### src/rtl/nand_pipe_arbiter.sv
`default_nettype none
// ============================================================================
// Module   : nand_pipe_arbiter
// Purpose  : Round-robin arbiter in front of a shared, registered two-stage
//            NAND datapath. Stage 1 captures the granted operand pair and the
//            requester tag. Stage 2 registers ~(a & b) together with the tag.
//            hold freezes every register and blocks new grants.
// Ports    : clk        - rising-edge clock
//            reset_n    - asynchronous active-low reset
//            hold       - 1 = freeze pipeline, no grants
//            req        - per-requester request, held until granted
//            a_in, b_in - packed operands, slice i belongs to requester i
//            gnt        - one-hot combinational grant
//            q_out      - registered NAND result
//            rsp_valid  - q_out / rsp_id valid
//            rsp_id     - requester index owning q_out
//            inflight   - number of valid pipeline stages (0..2)
// Revision : 1.0 - initial release
// ============================================================================
module nand_pipe_arbiter #(
    parameter int NUM_REQ = 4,
    parameter int WIDTH   = 8,
    parameter int ID_W    = 2
) (
    input  logic                     clk,
    input  logic                     reset_n,
    input  logic                     hold,
    input  logic [NUM_REQ-1:0]       req,
    input  logic [NUM_REQ*WIDTH-1:0] a_in,
    input  logic [NUM_REQ*WIDTH-1:0] b_in,
    output logic [NUM_REQ-1:0]       gnt,
    output logic [WIDTH-1:0]         q_out,
    output logic                     rsp_valid,
    output logic [ID_W-1:0]          rsp_id,
    output logic [1:0]               inflight
);

    localparam logic [ID_W:0]   c_num_req = (ID_W+1)'(NUM_REQ);
    localparam logic [ID_W-1:0] c_last_id = ID_W'(NUM_REQ - 1);

    // Registered state
    logic [ID_W-1:0]  r_ptr;
    logic             r_s1_valid;
    logic [WIDTH-1:0] r_s1_a;
    logic [WIDTH-1:0] r_s1_b;
    logic [ID_W-1:0]  r_s1_id;
    logic [WIDTH-1:0] r_q;
    logic             r_rsp_valid;
    logic [ID_W-1:0]  r_rsp_id;
    logic [1:0]       r_inflight;

    // Combinational
    logic             w_allow;
    logic             w_grant_any;
    logic [ID_W-1:0]  w_grant_id;
    logic [ID_W:0]    w_cand;
    logic [WIDTH-1:0] w_sel_a;
    logic [WIDTH-1:0] w_sel_b;
    logic [ID_W-1:0]  w_next_ptr;

    // Grants are suppressed during reset as well as during hold, so nothing
    // is advertised as accepted while the pipeline cannot capture it.
    assign w_allow = reset_n & ~hold;

    // Rotating search starting at r_ptr. The candidate is one bit wider than
    // the tag so the wrap can be done with a single conditional subtract.
    always_comb begin
        w_grant_any = 1'b0;
        w_grant_id  = '0;
        w_cand      = '0;
        for (int k = 0; k < NUM_REQ; k++) begin
            w_cand = {1'b0, r_ptr} + (ID_W+1)'(k);
            if (w_cand >= c_num_req) begin
                w_cand = w_cand - c_num_req;
            end
            if (!w_grant_any && req[w_cand[ID_W-1:0]]) begin
                w_grant_any = 1'b1;
                w_grant_id  = w_cand[ID_W-1:0];
            end
        end
        if (!w_allow) begin
            w_grant_any = 1'b0;
        end
    end

    always_comb begin
        gnt = '0;
        if (w_grant_any) begin
            gnt = NUM_REQ'(1) << w_grant_id;
        end
    end

    // Operand mux on the granted index
    always_comb begin
        w_sel_a = '0;
        w_sel_b = '0;
        for (int i = 0; i < NUM_REQ; i++) begin
            if (w_grant_id == ID_W'(i)) begin
                w_sel_a = a_in[i*WIDTH +: WIDTH];
                w_sel_b = b_in[i*WIDTH +: WIDTH];
            end
        end
    end

    assign w_next_ptr = (w_grant_id == c_last_id) ? '0 : (w_grant_id + ID_W'(1));

    always_ff @(posedge clk or negedge reset_n) begin
        if (!reset_n) begin
            r_ptr       <= '0;
            r_s1_valid  <= 1'b0;
            r_s1_a      <= '0;
            r_s1_b      <= '0;
            r_s1_id     <= '0;
            r_q         <= '0;
            r_rsp_valid <= 1'b0;
            r_rsp_id    <= '0;
            r_inflight  <= 2'd0;
        end else if (!hold) begin
            r_s1_valid  <= w_grant_any;
            r_rsp_valid <= r_s1_valid;
            // Occupancy after this edge: new stage-1 entry plus the entry
            // moving from stage 1 into the output stage.
            r_inflight  <= {1'b0, w_grant_any} + {1'b0, r_s1_valid};
            if (w_grant_any) begin
                r_ptr   <= w_next_ptr;
                r_s1_a  <= w_sel_a;
                r_s1_b  <= w_sel_b;
                r_s1_id <= w_grant_id;
            end
            // Result and tag persist when stage 1 is empty; only the valid
            // flag drops.
            if (r_s1_valid) begin
                r_q      <= ~(r_s1_a & r_s1_b);
                r_rsp_id <= r_s1_id;
            end
        end
    end

    assign q_out     = r_q;
    assign rsp_valid = r_rsp_valid;
    assign rsp_id    = r_rsp_id;
    assign inflight  = r_inflight;

endmodule
`default_nettype wire

### config.mk
export PLATFORM = sky130hd
export DESIGN_NAME = nand_pipe_arbiter
export DESIGN_NICKNAME = d
export VERILOG_FILES = /design/src/rtl/nand_pipe_arbiter.sv
export SDC_FILE = /design/constraint.sdc
export NUM_CORES = 1
export LEC_CHECK = 0
export ABC_AREA = 1
export CAP_MARGIN = 20
export CORE_MARGIN = 1
export CORE_UTILIZATION = 39
export CTS_CLUSTER_DIAMETER = 40
export DETAILED_ROUTE_END_ITERATION = 10
export GPL_TIMING_DRIVEN = 1
export HOLD_SLACK_MARGIN = 0.1
export PLACE_DENSITY_LB_ADDON = 0.15
export RECOVER_POWER = 100
export SYNTH_ARGS = -nofsm -noshare
export SYNTH_HDL_FRONTEND = slang
export SYNTH_SLANG_ARGS = --single-unit
### constraint.sdc
create_clock -name clk -period 3.8 [get_ports clk]
set_clock_uncertainty 0.05 [all_clocks]
set_input_delay 1.14 -clock clk [delete_from_list [all_inputs] [get_ports clk]]
set_output_delay 1.14 -clock clk [all_outputs]
set_load 0.02 [all_outputs]
==> impl_metrics.ini <==
[timing]
finalMaxSlewViolations = 35
timing.final.crit_share_pct = 97.9
tightest_slew_ns = 1.75
timing.fmax_ghz = 0.269
worst_slack_ns = 0.0789
whs_ns = 0.394
setup_viol = 0
finalHoldViolations = 0
slew_headroom_pct = -16.7
layout_min_cycle_time_ns = 3.72

[synth]
synth_top_area_share_pct = 39.9
yosys_warnings = 0
synth.distinct_cells = 23
syn_inst = 313
syn_avg_cell_area_sq_um = 6.81
seq_area_frac_synth_pct = 39.9
synth.area.top_cells = dfrtp_1 (40%), nand2_1 (25%), o21ai_0 (7.3%)
synth.net_count = 389
synth_area_sq_mm = 0.00213
synth_area_leader_cell = dfrtp_1
ys_seq_elements = 34

[min_path]
worstHoldStart = r_s1_b[5]$_DFFE_PN0P_
whs_path_depth = 1
min_to = q_out[5]$_DFFE_PN0P_
hp-class = flip-flop to flip-flop

[outcome]
violations = capacitance limit, slew limit
status = finished, violations left

[worst_setup_path]
path_max_fanout = 4
cp-startpoint = req[2]
path_class = input pin to primary output
cp.arrival_ns = 2.53
critical_path_required_ns = 2.61
cpPeakStageDelay_ns = 0.21
cp-end-kind = primary output
worstReg2RegStart = r_ptr[0]$_DFFE_PN0P_
reg2reg_setup_slack_ns = 0.51
r2r-end = inflight[0]$_DFFE_PN0N_
startpoint_type = input pin
crit_slowest_cell = nand4_1
r2r_cells = 14
crit_chain = clkbuf_2 -> inv_1 -> nand2_2 -> nand3_4 -> nand2_4 -> nor2_4 -> nand4_1 -> nand2_4 -> ha_4 -> inv_1 -> nor2_1 -> buf_4

[route]
drtIter0Drc = 101
first_pass_iters = 4
drt_wl_total_mm = 5.82
drc = 0
vias = 2269
avgViaCountPerCell = 4.73
wire_per_inst_um = 12.1
ant_nets = 0

[floorplan]
ios = 88
coreArea_sq_mm = 0.00517
floorplan.rows = 26
dieHeight_um = 75.9
fp.dieW_um = 75.9
start_util_pct = 41.2
dieArea_sq_mm = 0.00576

[global_route]
overflow = 0
antenna_found_initial = 0
grtUsageTotal_pct = 20.1
grt_pass1_wl_mm = 9.40
grt_max_degree = 35
grt_pass1_vias = 2134

[power]
ir_worst_vdd_mv = 0.630
power_mw = 3.23
p_per_area_mw_per_mm2 = 964
p_leak_nw = 1.55

[cells_and_area]
layout.nets = 486
area_growth_pct = 57.3
final_util_pct = 64.8
diodes = 0
drive_gt1_share_pct = 17.8

[clock_tree]
clk_path_buf_depth = 2
cts_hold_buf = 0
clock_latency_ns = 0.27
clkSinkCount = 34
cts_tree = built
htreeDepth = 2
cts_root_buf = clkbuf_8
numCtsBuffers = 5
path_clk_slew_ns = 0.06

[placement]
port_buffers = 87
routabilityCongestion = 0.863
place_hpwl_mm = 4.19
preCtsSetupSlack_ns = -0.800

[run]
drv_cap = 1
## worst max-delay path, delay by kind of cell
family        cells  cell delay [ns]
fa+ha+maj         1             0.14
buf+inv           4             0.37
simple gates      7             0.90
## area by class of cell
class                      count  area (sq um)
multi-input combinational    244          1270
inverter                      20          85.1
clock buffer                   5          68.8
fill                         461          1820
tap                           70          87.6
clock inverter                 2          10.0
sequential                    34           851
timing repair buffer         105           981
## cell usage after synthesis
master,instances
nor2_4,1
nand3_1,9
nand2_1,142
nand3_2,2
buf_2,2
clkbuf_1,8
nand2_4,1
o21ai_1,6
o21ai_2,1
a21oi_1,16
inv_1,17
o21ai_0,31
ha_1,5
nand4_1,1
inv_4,1
inv_2,2
nand2_2,6
buf_6,4
dfrtp_1,34
a31oi_1,8
nor2_1,14
buf_4,1
nor2_2,1
## per-layer routing
layer | wire (um) | track usage, %
met1 | 2730 | 28.2
met2 | 2730 | 32.4
met3 | 286 | 3.25
met4 | 64 | 5.19
met5 | 0 | 0
## through the flow
step | instance area (sq um) | TNS (ns) | instances
after detailed placement | 3130 | -3.17 | 470
after floorplan | 2150 | -0.0464 | 313
final | 3350 | 0 | 480
after CTS | 3310 | 0 | 478
after global placement | 3130 | -2.81 | 470
after global routing | 3350 | -0.0174 | 480
## logic make-up after synthesis
group,Yosys count,share of synthesized area [%]
simple gates,177,33.9
flops,34,39.9
compound gates,62,15.2
fa+ha+maj,5,2.94
buf+inv,35,7.99
## sequential cells by signal (all words and copies together) (netlist names)
name and count:
r_s1_a 8, inflight 2, rsp_id 2, r_ptr 2, r_s1_valid 1, rsp_valid 1
q_out 8, r_s1_b 8, r_s1_id 2
## where the power goes
part           switching [mW]  internal, mW
Sequential             0.0896         0.501
Combinational            1.45         0.954
Clock                   0.116         0.123
## layout by cell type (no fill, tap or decap), types with 2 or more instances in the layout
cell type	n
nor2_4	2
o21ai_0	29
inv_4	4
inv_1	10
nor2_1	11
a21oi_1	16
nand2_2	11
clkbuf_8	5
dlygate4sd3_1	15
dfrtp_1	34
o21ai_1	7
nor2_2	3
nand3_1	2
ha_4	4
nand3_4	3
clkinv_2	2
clkbuf_2	4
clkdlybuf4s50_1	64
a31oi_1	8
buf_4	13
o21ai_2	2
nand2_4	4
buf_6	3
inv_2	6
clkbuf_1	5
nand3_2	6
nand2_1	134
## worst max path at each step
stage	endpoint	cells past startpoint	slack, ns
floorplan	gnt[2]	13	-0.05
global placement	gnt[1]	13	-0.73
detailed placement	gnt[2]	13	-0.80
CTS	gnt[3]	14	0.01
global route	gnt[0]	12	-0.02
finish	gnt[0]	12	0.08
## repair_timing
action / in CTS / in global routing
pin swaps: 18 / 10
hold endpoints to repair: 0 / 0
resized for setup: 57 / 22
setup endpoints to repair: 4 / 4
setup buffers: 1 / 2
Note: power is estimated with default switching activity, not from simulation.
